`src/rtl/pad_dilate_layer_if.sv`:
```
// Valid/ready word stream used on both sides of pad_dilate_layer.
// Carries end-of-row/end-of-frame markers only when PDL_MARKERS_EN is defined.
interface pad_dilate_layer_if #(
  parameter int DATA_WIDTH = 16
);
  logic                         valid;
  logic signed [DATA_WIDTH-1:0] data;
  logic                         ready;
`ifdef PDL_MARKERS_EN
  logic                         eol;
  logic                         eof;

  modport master (output valid, output data, output eol, output eof, input ready);
  modport slave  (input valid, input data, input eol, input eof, output ready);
`else
  modport master (output valid, output data, input ready);
  modport slave  (input valid, input data, output ready);
`endif
endinterface

```
`src/rtl/pad_dilate_layer.sv`:
```
// Streaming zero-padding / zero-insertion stage; emits one word per cycle over valid/ready.
// Optional PDL_MARKERS_EN adds registered end-of-row / end-of-frame markers.
module pad_dilate_layer #(
  parameter int DATA_WIDTH = 16,
  parameter int CHANNELS   = 1,
  parameter int IMG_W      = 12,
  parameter int IMG_H      = 12,
  parameter int PAD_TOP    = 2,
  parameter int PAD_BOTTOM = 2,
  parameter int PAD_LEFT   = 2,
  parameter int PAD_RIGHT  = 2,
  parameter int STRIDE     = 1
) (
  input  logic                 clk,
  input  logic                 rst,
  pad_dilate_layer_if.slave    in_bus,
  pad_dilate_layer_if.master   out_bus
);

  localparam int DW    = (IMG_W - 1) * STRIDE + 1;
  localparam int DH    = (IMG_H - 1) * STRIDE + 1;
  localparam int OUT_W = PAD_LEFT + DW + PAD_RIGHT;
  localparam int OUT_H = PAD_TOP + DH + PAD_BOTTOM;
  localparam int CH_W  = (CHANNELS > 1) ? $clog2(CHANNELS) : 1;
  localparam int OX_W  = (OUT_W > 1) ? $clog2(OUT_W) : 1;
  localparam int OY_W  = (OUT_H > 1) ? $clog2(OUT_H) : 1;
  localparam int PH_W  = (STRIDE > 1) ? $clog2(STRIDE) : 1;

  logic [CH_W-1:0]              ch_r;
  logic [OX_W-1:0]              ox_r;
  logic [OY_W-1:0]              oy_r;
  logic [PH_W-1:0]              px_r;
  logic [PH_W-1:0]              py_r;
  logic                         valid_r;
  logic signed [DATA_WIDTH-1:0] data_r;

  logic            last_ch_s;
  logic            last_x_s;
  logic            last_y_s;
  logic            x_in_s;
  logic            y_in_s;
  logic            data_pos_s;
  logic            adv_s;
  logic            load_s;
  logic            ready_in_s;
  logic [PH_W-1:0] px_next_s;
  logic [PH_W-1:0] py_next_s;

  // Position decode, handshake and phase successors (phase restarts at the first data column/row).
  always_comb begin
    last_ch_s  = (ch_r == CH_W'(CHANNELS - 1));
    last_x_s   = (ox_r == OX_W'(OUT_W - 1));
    last_y_s   = (oy_r == OY_W'(OUT_H - 1));
    x_in_s     = (int'(ox_r) >= PAD_LEFT) && (int'(ox_r) < PAD_LEFT + DW);
    y_in_s     = (int'(oy_r) >= PAD_TOP) && (int'(oy_r) < PAD_TOP + DH);
    data_pos_s = x_in_s && y_in_s && (px_r == {PH_W{1'b0}}) && (py_r == {PH_W{1'b0}});
    adv_s      = !valid_r || out_bus.ready;
    if (data_pos_s) begin
      ready_in_s = adv_s;
      load_s     = adv_s && in_bus.valid;
    end else begin
      ready_in_s = 1'b0;
      load_s     = adv_s;
    end
    if (!x_in_s) begin
      px_next_s = {PH_W{1'b0}};
    end else if (px_r == PH_W'(STRIDE - 1)) begin
      px_next_s = {PH_W{1'b0}};
    end else begin
      px_next_s = px_r + PH_W'(1);
    end
    if (!y_in_s) begin
      py_next_s = {PH_W{1'b0}};
    end else if (py_r == PH_W'(STRIDE - 1)) begin
      py_next_s = {PH_W{1'b0}};
    end else begin
      py_next_s = py_r + PH_W'(1);
    end
  end

  // Position and phase counters: step once per loaded word, ch fastest then ox then oy.
  always_ff @(posedge clk) begin
    if (rst) begin
      ch_r <= {CH_W{1'b0}};
      ox_r <= {OX_W{1'b0}};
      oy_r <= {OY_W{1'b0}};
      px_r <= {PH_W{1'b0}};
      py_r <= {PH_W{1'b0}};
    end else if (load_s) begin
      if (!last_ch_s) begin
        ch_r <= ch_r + CH_W'(1);
      end else begin
        ch_r <= {CH_W{1'b0}};
        if (!last_x_s) begin
          ox_r <= ox_r + OX_W'(1);
          px_r <= px_next_s;
        end else begin
          ox_r <= {OX_W{1'b0}};
          px_r <= {PH_W{1'b0}};
          if (!last_y_s) begin
            oy_r <= oy_r + OY_W'(1);
            py_r <= py_next_s;
          end else begin
            oy_r <= {OY_W{1'b0}};
            py_r <= {PH_W{1'b0}};
          end
        end
      end
    end
  end

  // Output register: data/valid only change when the downstream slot is free.
  always_ff @(posedge clk) begin
    if (rst) begin
      valid_r <= 1'b0;
      data_r  <= {DATA_WIDTH{1'b0}};
    end else if (adv_s) begin
      valid_r <= load_s;
      if (load_s) begin
        data_r <= data_pos_s ? in_bus.data : {DATA_WIDTH{1'b0}};
      end
    end
  end

  assign out_bus.valid = valid_r;
  assign out_bus.data  = data_r;
  assign in_bus.ready  = ready_in_s;

`ifdef PDL_MARKERS_EN
  logic eol_r;
  logic eof_r;

  // Markers follow the loaded word and clear with valid when nothing is loaded.
  always_ff @(posedge clk) begin
    if (rst) begin
      eol_r <= 1'b0;
      eof_r <= 1'b0;
    end else if (adv_s) begin
      eol_r <= load_s && last_ch_s && last_x_s;
      eof_r <= load_s && last_ch_s && last_x_s && last_y_s;
    end
  end

  assign out_bus.eol = eol_r;
  assign out_bus.eof = eof_r;
`endif

endmodule

```
`src/flat_wrapper.sv`:
```
// flat-port wrapper written by rule: the top's interface ports become plain ports
module pad_dilate_layer_flat 
#(
  parameter int DATA_WIDTH = 16,
  parameter int CHANNELS   = 1,
  parameter int IMG_W      = 12,
  parameter int IMG_H      = 12,
  parameter int PAD_TOP    = 2,
  parameter int PAD_BOTTOM = 2,
  parameter int PAD_LEFT   = 2,
  parameter int PAD_RIGHT  = 2,
  parameter int STRIDE     = 1
)
  (clk, rst, in_bus_valid, in_bus_data, in_bus_ready, out_bus_valid, out_bus_data, out_bus_ready);
  pad_dilate_layer_if #(.DATA_WIDTH(DATA_WIDTH)) in_bus_i ();
  pad_dilate_layer_if #(.DATA_WIDTH(DATA_WIDTH)) out_bus_i ();
  input  logic clk;
  input  logic rst;
  input wire logic [$bits(in_bus_i.valid)-1:0] in_bus_valid;
  input wire logic [$bits(in_bus_i.data)-1:0] in_bus_data;
  output wire logic [$bits(in_bus_i.ready)-1:0] in_bus_ready;
  output wire logic [$bits(out_bus_i.valid)-1:0] out_bus_valid;
  output wire logic [$bits(out_bus_i.data)-1:0] out_bus_data;
  input wire logic [$bits(out_bus_i.ready)-1:0] out_bus_ready;
  assign in_bus_i.valid = in_bus_valid;
  assign in_bus_i.data = in_bus_data;
  assign in_bus_ready = in_bus_i.ready;
  assign out_bus_valid = out_bus_i.valid;
  assign out_bus_data = out_bus_i.data;
  assign out_bus_i.ready = out_bus_ready;
  pad_dilate_layer #(.DATA_WIDTH(DATA_WIDTH), .CHANNELS(CHANNELS), .IMG_W(IMG_W), .IMG_H(IMG_H), .PAD_TOP(PAD_TOP), .PAD_BOTTOM(PAD_BOTTOM), .PAD_LEFT(PAD_LEFT), .PAD_RIGHT(PAD_RIGHT), .STRIDE(STRIDE)) u_core (.clk(clk), .rst(rst), .in_bus(in_bus_i), .out_bus(out_bus_i));
endmodule
```
`config.mk`:
```
export PLATFORM = sky130hd
export DESIGN_NAME = pad_dilate_layer_flat
export DESIGN_NICKNAME = d
export VERILOG_FILES = /design/src/rtl/pad_dilate_layer_if.sv /design/src/rtl/pad_dilate_layer.sv /design/src/flat_wrapper.sv
export SDC_FILE = /design/constraint.sdc
export NUM_CORES = 1
export LEC_CHECK = 0
export CORE_MARGIN = 8
export CORE_UTILIZATION = 46
export DETAILED_ROUTE_END_ITERATION = 10
export PLACE_DENSITY = 0.93
export SLEW_MARGIN = 20
export SYNTH_ARGS = -nofsm -noshare
export SYNTH_HDL_FRONTEND = slang
export SYNTH_SLANG_ARGS = --single-unit
```
`constraint.sdc`:
```
create_clock -name clk -period 3.7 [get_ports clk]
set_input_delay 1.11 -clock clk [delete_from_list [all_inputs] [get_ports clk]]
set_output_delay 1.11 -clock clk [all_outputs]
set_load 0.005 [all_outputs]
```
==> results of run 1 <==
-- worst max-delay path by stage --
stage | depth (start not counted) | from | end
floorplan | 2 | out_bus_ready | in_bus_ready
CTS | 4 | out_bus_ready | in_bus_ready
detailed placement | 4 | out_bus_ready | in_bus_ready
global placement | 4 | out_bus_ready | in_bus_ready
global route | 4 | out_bus_ready | in_bus_ready
finish | 4 | out_bus_ready | in_bus_ready
-- through the flow --
| step | total power, mW | cell area, um^2 | setup slack, ns |
|---|---|---|---|
| floorplan | 0.3039 | 1030 | 1.205 |
| global placement | 0.3274 | 1398 | 0.1161 |
| detailed placement | 0.3294 | 1398 | 0.07790 |
| CTS | 0.4436 | 1424 | 0.06334 |
| global route | 0.4630 | 1424 | 0.04952 |
| finish | 0.4393 | 1424 | 0.1364 |
-- cell type report --
class / count / area, um^2
tap: 28 / 35.03
sequential: 25 / 500.5
inverter: 6 / 22.52
multi-input combinational: 59 / 469.2
timing repair buffer: 37 / 370.4
clock buffer: 4 / 26.28
fill: 183 / 745.7
-- per-layer routing --
layer | up-vias | track usage [%] | routed length [um]
met4 | 0 | 2.507 | 0
met1 | 401 | 15.33 | 1113
met3 | 0 | 4.947 | 186
met2 | 30 | 18.44 | 1024
li1 | 429 | - | -
met5 | - | 0 | 0
-- critical path: cells and delay by family --
kind	cells	cell delay (ns)
buffers and inverters	2	1.08
AND/OR/NAND/NOR	2	0.27
-- cells in the mapped netlist, types with 2 or more instances --
| cell type | instances |
|---|---|
| nor2_1 | 2 |
| nand2_1 | 3 |
| a22o_1 | 16 |
| nand3b_1 | 2 |
| or3_1 | 2 |
| nand3_1 | 2 |
| dfxtp_1 | 25 |
| ha_1 | 3 |
| inv_1 | 6 |
| o31ai_1 | 2 |
| o21ai_0 | 2 |
| a21oi_1 | 8 |
-- logic make-up (layout without fill, tap and decap cells) --
| group | Yosys count | after routing | share of synthesized area [%] |
|---|---|---|---|
| AO/OA/AOI/OAI | 33 | 33 | 26.49 |
| multiplexers | 1 | 1 | 0.9721 |
| buffers and inverters | 10 | 47 | 5.832 |
| AND/OR/NAND/NOR | 22 | 22 | 14.46 |
| flip-flops | 25 | 25 | 48.60 |
| adder cells (fa/ha/maj) | 3 | 3 | 3.646 |
-- state kept, by name (all words and copies together) (netlist names) --
register / flops
u_core.oy_r: 4
u_core.out_bus.valid: 1
u_core.out_bus.data: 16
u_core.ox_r: 4
-- power by group through the flow --
| stage | Clock [mW] | Combinational [mW] | Sequential [mW] |
|---|---|---|---|
| 2_1_floorplan | 0 | 0.0218 | 0.282 |
| 3_3_place_gp | 0 | 0.0448 | 0.283 |
| 3_5_place_dp | 0 | 0.0461 | 0.283 |
| 4_1_cts | 0.120 | 0.0463 | 0.277 |
| 5_1_grt | 0.135 | 0.0501 | 0.278 |
| 6_report | 0.116 | 0.0459 | 0.277 |
-- timing repair --
| item | 4_1_cts | 5_1_grt |
|---|---|---|
| gates resized for setup | 0 | 0 |
| setup buffers | 0 | 0 |
| endpoints found under the setup margin | 0 | 1 |
==> impl_metrics.py, run 1 <==
metrics = {
    "timing": {
        "clock.fmax_mhz": 280.6,
        "holdWs_ns": 0.4931,
        "tns_ns": 0,
        "tightest_slew_ns": 0.6487,
        "period_minus_slack_ns": 3.564,
        "rsz0062_at_grt": "no",
        "max_slew_margin_pct": 56.71,
        "slew_violations": 0,
        "timing.final.crit_share_pct": 96.31,
        "hold_violations": 0,
        "skew_ns": 0.006261,
        "setup_viol": 0,
    },
    "global_route": {
        "grtUsageTotal_pct": 12.00,
        "grt_pass1_vias": 872,
        "grt_pass1_wl_mm": 4.098,
        "grt-ovfl-total": 0,
        "grt_max_degree": 17,
        "grt_antenna_before_repair": 0,
    },
    "critical_path": {
        "cp_slowest_cell": "clkdlybuf4s50_1",
        "reg2regPathDepth": 6,
        "ff2ff_setup_slack_ns": 1.50,
        "cp.arrival_ns": 2.45,
        "worstReg2RegEnd": "u_core.out_bus.data[2]",
        "cpMostUsedCell": "clkdlybuf4s50_1",
        "worstReg2RegStart": "u_core.ox_r[1]",
        "slowest_delay_ns": 0.55,
        "required_ns": 2.59,
        "crit_fanout": 3,
        "crit_type": "input port to output pin",
        "startpoint_type": "input port",
        "crit_path_cell_trace": "clkdlybuf4s50_1, nor2b_1, nor3_2, clkdlybuf4s50_1",
        "critPathCaptureType": "output pin",
    },
    "power_and_ir_drop": {
        "clkPwrFrac_pct": 26.4,
        "comb_power_share_pct": 10.4,
        "p_int_mw": 0.3416,
        "seqPwrFrac_pct": 63.1,
        "ir_drop_mv": 0.1567,
        "powerDensity_nw_per_um2": 308.5,
        "p_leak_nw": 0.5179,
        "swShare_pct": 22.24,
        "switchingPower_mw": 0.09769,
    },
    "finish": {
        "diodes": 0,
        "fin_util_pct": 65.63,
        "fin_nets": 155,
        "layout_commonest_cell": "clkdlybuf4s50_1",
        "syn2layout_area_growth_pct": 38.27,
        "final_cells": 159,
        "final_cell_mix": "37 x clkdlybuf4s50_1, 25 x dfxtp_1, 16 x a22o_1",
        "layout-drive-gt1-share_pct": 7.634,
    },
    "worst_hold_path": {
        "min_path_type": "flop to flop",
        "hold_start": "u_core.out_bus.data[5]",
        "hold_path_end": "u_core.out_bus.data[5]",
        "hold_depth": 1,
    },
    "clock_network": {
        "cts_made_buffers": 3,
        "clockBufferDepth": 2,
        "cts_tree": "yes",
        "htreeDepth": 1,
        "postCtsHoldBufs": 0,
        "path_clk_slew_ns": 0.13,
        "clk_latency_ns": 0.30,
        "clockRootBuffer": "clkbuf_4",
        "clkSinkCount": 25,
    },
    "drt": {
        "drt_iter0_markers": 35,
        "vias": 860,
        "dr.pass1.iters": 4,
        "ant_nets": 0,
        "wl_per_cell_um": 14.62,
        "postRouteWirelength_mm": 2.324,
        "viasPerCell": 5.409,
        "remaining_drc_errors": 0,
    },
    "synthesis": {
        "synth_edf_count": 0,
        "synth.area.top_cells": "dfxtp_1 49%, a22o_1 14%, a21oi_1 3.9%",
        "async_reset_ff_share_pct": 0,
        "yosys_most_used_dff": "dfxtp_1",
        "syn_area_per_cell_um2": 10.95,
        "syn_nets": 117,
        "ys_ff_latch": 25,
        "synth_top_area_share_pct": 48.60,
        "synth_top_area_cell": "dfxtp_1",
        "synth_warnings": 0,
        "syn_area_um2": 1030,
        "syn_inst": 94,
        "synth_seq_area_share_pct": 48.60,
        "synthDistinctLibCells": 33,
    },
    "die": {
        "initial_core_util_pct": 47.46,
        "die_w_um": 63.32,
        "die_h_um": 63.32,
        "row_count": 17,
        "top_level_ports": 38,
        "fp.coreArea_um2": 2170,
        "dieArea_um2": 4009,
    },
    "flow_run": {
        "drv_cap": 0,
    },
    "status": {
        "outcome": "finished, final reports clean",
    },
    "placement": {
        "placedCellCount": 155,
        "gp_congestion": 0.7091,
        "dp.final_hpwl_mm": 1.792,
        "port_buffers": 37,
    },
}
Note: power is estimated with default switching activity, not from simulation.
==> run 2: changes to the inputs <==
Settings changed: CTS_CLUSTER_SIZE from default to 8.
==> results of run 2 <==
Final layout, timing and power as in run 1 (identical DEF).
==> run 3: changes to the inputs <==
Settings changed: CORE_UTILIZATION 46 to 48, CTS_BUF_LIST from default to sky130_fd_sc_hd__clkbuf_8, PLACE_DENSITY 0.93 to 0.94.
==> run 3 against run 2 <==
Effect of this change: count of clock-buffer cells in the layout shrank 1; first-iteration DRC count up 8.6%; worst setup slack worse by 0.041 ns; final area grew 1.3%; final cell count fell by 0.63%; critical path type unchanged; largest power group unchanged; highest routed layer unchanged.
==> impl_metrics.py, run 3 (same netlist as run 1, synthesis figures left out) <==
metrics = {
    "placement": {
        "placedCellCount": 154,
        "port_buffers": 37,
        "place_area_um2": 1396,
        "dp.final_hpwl_mm": 1.797,
        "gp_congestion": 0.7952,
    },
    "finish": {
        "fin_nets": 155,
        "diodes": 0,
        "final_cells": 158,
        "syn2layout_area_growth_pct": 40.10,
        "largest_reg_flops": 16,
        "layout-drive-gt1-share_pct": 8.397,
        "layout_commonest_cell": "clkdlybuf4s50_1",
        "num-fill-cells": 151,
        "final_cell_mix": "37 x clkdlybuf4s50_1, 25 x dfxtp_1, 16 x a22o_1",
        "fin_area_um2": 1443,
    },
    "power_and_ir_drop": {
        "ir_drop_mv": 0.2868,
        "p_int_mw": 0.3744,
        "p_leak_nw": 0.5296,
        "switchingPower_mw": 0.1040,
        "comb_power_share_pct": 9.6,
        "seqPwrFrac_pct": 57.9,
        "clkPwrFrac_pct": 32.6,
        "powerDensity_nw_per_um2": 331.6,
        "swShare_pct": 21.73,
    },
    "critical_path": {
        "startpoint_type": "input port",
        "critPathCaptureType": "output pin",
        "cp.arrival_ns": 2.49,
        "crit_fanout": 3,
        "crit_type": "input port to output pin",
        "required_ns": 2.59,
    },
    "die": {
        "initial_core_util_pct": 51.44,
        "dieArea_um2": 3883,
        "die_w_um": 62.32,
        "top_level_ports": 38,
        "die_h_um": 62.32,
        "row_count": 16,
        "fp.coreArea_um2": 2002,
    },
    "drt": {
        "dr.pass1.iters": 4,
        "remaining_drc_errors": 0,
        "postRouteWirelength_mm": 2.349,
        "wl_per_cell_um": 14.87,
        "drt_iter0_markers": 38,
        "vias": 868,
        "viasPerCell": 5.494,
        "ant_nets": 0,
    },
    "global_route": {
        "grt_pass1_wl_mm": 3.967,
        "grt_max_degree": 17,
        "grt_antenna_before_repair": 0,
        "grtUsageTotal_pct": 12.01,
        "grt_pass1_vias": 864,
        "grt-ovfl-total": 0,
    },
    "clock_network": {
        "htreeDepth": 1,
        "cts_setup_buffers": 0,
        "clkSinkCount": 25,
        "clockBufferDepth": 2,
        "path_clk_slew_ns": 0.08,
        "clk_latency_ns": 0.26,
        "clockRootBuffer": "clkbuf_8",
        "post_cts_resized": 0,
        "cts_tree": "yes",
        "cts_made_buffers": 3,
        "postCtsHoldBufs": 0,
    },
    "worst_hold_path": {
        "min_path_type": "flop to flop",
    },
    "timing": {
        "tightest_slew_ns": 0.6263,
        "setup_viol": 0,
        "tns_ns": 0,
        "skew_ns": 0.001478,
        "hold_violations": 0,
        "slew_violations": 0,
        "timing.final.crit_share_pct": 97.43,
        "rsz0062_at_grt": "no",
        "holdWs_ns": 0.4803,
        "period_minus_slack_ns": 3.605,
        "max_slew_margin_pct": 58.20,
        "clock.fmax_mhz": 277.4,
    },
    "flow_run": {
        "drv_cap": 0,
    },
    "status": {
        "outcome": "finished, final reports clean",
    },
}
-- run 3: power by group through the flow --
stage / combinational [mW] / clock, mW / sequential, mW
6_report: 0.0458 / 0.156 / 0.277
5_1_grt: 0.0502 / 0.172 / 0.278
4_1_cts: 0.0463 / 0.161 / 0.277
3_5_place_dp: 0.0460 / 0 / 0.283
3_3_place_gp: 0.0445 / 0 / 0.283
2_1_floorplan: 0.0218 / 0 / 0.282
-- run 3: path summary, 6_finish.rpt --
check / from / end / slack [ns] / cells after the start
max: out_bus_ready / in_bus_ready / 0.1 / 4
min: u_core.out_bus.data[7] / u_core.out_bus.data[7] / 0.48 / 1
max reg2reg: u_core.ox_r[1] / u_core.out_bus.data[4] / 1.56 / 6
min reg2reg: u_core.out_bus.data[7] / u_core.out_bus.data[7] / 0.48 / 1
-- run 3: layout make-up --
class / instances / area [um^2] / area share (%)
Sequential cell: 25 / 500.5 / 34.69
Multi-Input combinational cell: 59 / 469.2 / 32.52
Timing Repair Buffer: 37 / 370.4 / 25.67
Clock buffer: 3 / 41.29 / 2.862
Tap cell: 27 / 33.78 / 2.342
Inverter: 6 / 22.52 / 1.561
Clock inverter: 1 / 5.005 / 0.3469
-- run 3: worst max-delay path: stages --
cell,delay [ns]
clkdlybuf4s50_1,0.52
nor2b_1,0.09
nor3_2,0.23
clkdlybuf4s50_1,0.54
-- run 3: metrics by stage --
| stage | utilization (%) | total power, mW | worst slack (ns) |
|---|---|---|---|
| floorplan | - | 0.3039 | 1.205 |
| global placement | 69.75 | 0.3271 | 0.1130 |
| detailed placement | 69.75 | 0.3291 | 0.09509 |
| CTS | 72.06 | 0.4836 | 0.08389 |
| global route | 72.06 | 0.4999 | 0.002422 |
| finish | 72.06 | 0.4784 | 0.09506 |
-- run 3: layer usage --
layer	vias up	routed length, um	GRT usage, %
li1	426	-	-
met1	406	1037	14.36
met2	36	1120	19.53
met3	0	190	3.943
met4	0	0	4.274
met5	-	0	0
==> edit (flow settings as in run 2) <==
`DATA_WIDTH` is set to 16 in 3 places; all go to 24.
--- a/src/rtl/pad_dilate_layer_if.sv
+++ b/src/rtl/pad_dilate_layer_if.sv
@@ -2,5 +2,5 @@
 // Carries end-of-row/end-of-frame markers only when PDL_MARKERS_EN is defined.
 interface pad_dilate_layer_if #(
-  parameter int DATA_WIDTH = 16
+  parameter int DATA_WIDTH = 24
 );
   logic                         valid;
--- a/src/rtl/pad_dilate_layer.sv
+++ b/src/rtl/pad_dilate_layer.sv
@@ -2,5 +2,5 @@
 // Optional PDL_MARKERS_EN adds registered end-of-row / end-of-frame markers.
 module pad_dilate_layer #(
-  parameter int DATA_WIDTH = 16,
+  parameter int DATA_WIDTH = 24,
   parameter int CHANNELS   = 1,
   parameter int IMG_W      = 12,
--- a/src/flat_wrapper.sv
+++ b/src/flat_wrapper.sv
@@ -2,5 +2,5 @@
 module pad_dilate_layer_flat 
 #(
-  parameter int DATA_WIDTH = 16,
+  parameter int DATA_WIDTH = 24,
   parameter int CHANNELS   = 1,
   parameter int IMG_W      = 12,
Interface: changed (resized in_bus_data and out_bus_data); port bits go from 38 to 54. No check against the original RTL was run, so the function may have changed too.
==> edit against run 2 <==
Core utilization grew 5.0 points; count of clock-buffer cells in the layout is 3 higher; fmax is 0.85% lower; critical path depth is the same; cell count rose by 28%; routed wire length is 52% higher; sequential cell count up 8; die area rose by 18%; synthesized area increased by 24%; setup slack lost 0.030 ns; final area is 33% higher; total power grew 61%; combinational power up 34%; first-iteration DRC count is 89% higher; critical path type unchanged; critical endpoint unchanged; highest routed layer is now met4.
==> edit: results <==
metrics = {
    "synthesis": {
        "yosys_warnings": 0,
        "ys_top_cells_by_area": "dfxtp_1 (52%), a22o_1 (16%), ha_1 (2.9%), nand3_1 (2.7%), a21oi_1 (2.4%)",
        "synthTopCellsByCount": "dfxtp_1 (33), a22o_1 (24), nand3_1 (7)",
        "ys_seq_area_share_pct": 51.8,
        "syn-num-nets": 147,
        "synthDistinctLibCells": 32,
        "synth-compound-area-share_pct": 27.5,
        "synth_fa_ha_area_share_pct": 2.94,
        "netlist_instances": 116,
        "synth.mux.area_fraction_pct": 0,
    },
    "cells_and_area": {
        "n_all_buffers": 54,
        "multi_input_area_share_pct": 29.9,
        "multi_input_cells": 76,
        "clock_area_share_pct": 4.49,
        "largest_register_ffs": 24,
        "final_nets": 203,
        "nClkBuffers": 7,
        "drive_above_1_share_pct": 8.09,
        "nNonClkInverters": 2,
        "seqCellArea_um2": 661,
        "area_delta_synth_final_pct": 48.6,
        "nFillCells": 207,
        "buffer_area_share_pct": 28.4,
    },
    "cts": {
        "clk_path_buf_depth": 2,
        "path_clk_slew_ns": 0.09,
        "ctsHtreeMaxLevel": 2,
        "cts_inserted_buffers": 5,
        "clk_latency_ns": 0.34,
        "cts_sinks": 33,
    },
    "power": {
        "vdd_drop_max_uv": 378,
        "p_leak_nw": 0.715,
        "p_per_area_mw_per_mm2": 373,
    },
    "global_routing": {
        "globalRouteMet1Util_pct": 17.7,
        "grt_usage_pct": 15.4,
        "grt_pass1_wl_um": 5490,
        "gr-usage-met2_pct": 23.9,
        "grt_max_degree": 25,
        "grt_pass1_vias": 1130,
        "gr-usage-met3_pct": 7.27,
    },
    "placed_design": {
        "dp_hpwl_um": 2620,
        "gpl.final_weighted_congestion": 0.839,
        "port_buffers": 53,
        "postPlaceCellArea_mm2": 0.00181,
        "post-place-ws_ns": 0.106,
    },
    "timing": {
        "fin_skew_ns": 0.0108,
        "relSlewSlack_pct": 36.6,
    },
    "routing": {
        "drt_iter0_markers": 66,
        "vias": 1182,
        "wl_met1_um": 1380,
        "routed-wl-met2_um": 1600,
        "highest-signal-layer": "met4",
        "dr_wl_met3_um": 509,
        "wirelength_um": 3540,
        "drt-vias-per-instance": 5.79,
    },
    "critical_path": {
        "rr_startpoint": "u_core.ox_r[1]$_SDFFE_PP0P_",
        "crit_start": "out_bus_ready",
        "crit_arrival_ns": 2.48,
    },
    "run_status": {
        "status": "finished, final reports clean",
    },
    "worst_hold_path": {
        "hp-start": "u_core.out_bus.data[21]$_SDFFE_PP0P_",
    },
}
-- edit: cell count changes after synthesis, sizes merged, moves of 2 or more --
cell / delta
a22o: +8
dfxtp: +8
a31oi: +5
nand3: +5
inv: -4
nor3: +3
a21oi: -2
o31ai: -2
o32ai: -2
-- edit: final timing paths --
kind / endpoint / slack, ns / depth (start not counted)
setup / recovery: in_bus_ready / 0.11 / 4
setup reg to reg: u_core.out_bus.data[10]$_SDFFE_PP0P_ / 1.38 / 6
hold reg to reg: u_core.out_bus.data[21]$_SDFFE_PP0P_ / 0.49 / 1
hold / removal: u_core.out_bus.data[21]$_SDFFE_PP0P_ / 0.49 / 1
-- edit: power breakdown --
part | internal, W | switching, W | leakage (nW)
Combinational | 0.0000369 | 0.0000248 | 0.402
Clock | 0.000161 | 0.000120 | 0.0455
Sequential | 0.000359 | 0.00000541 | 0.267
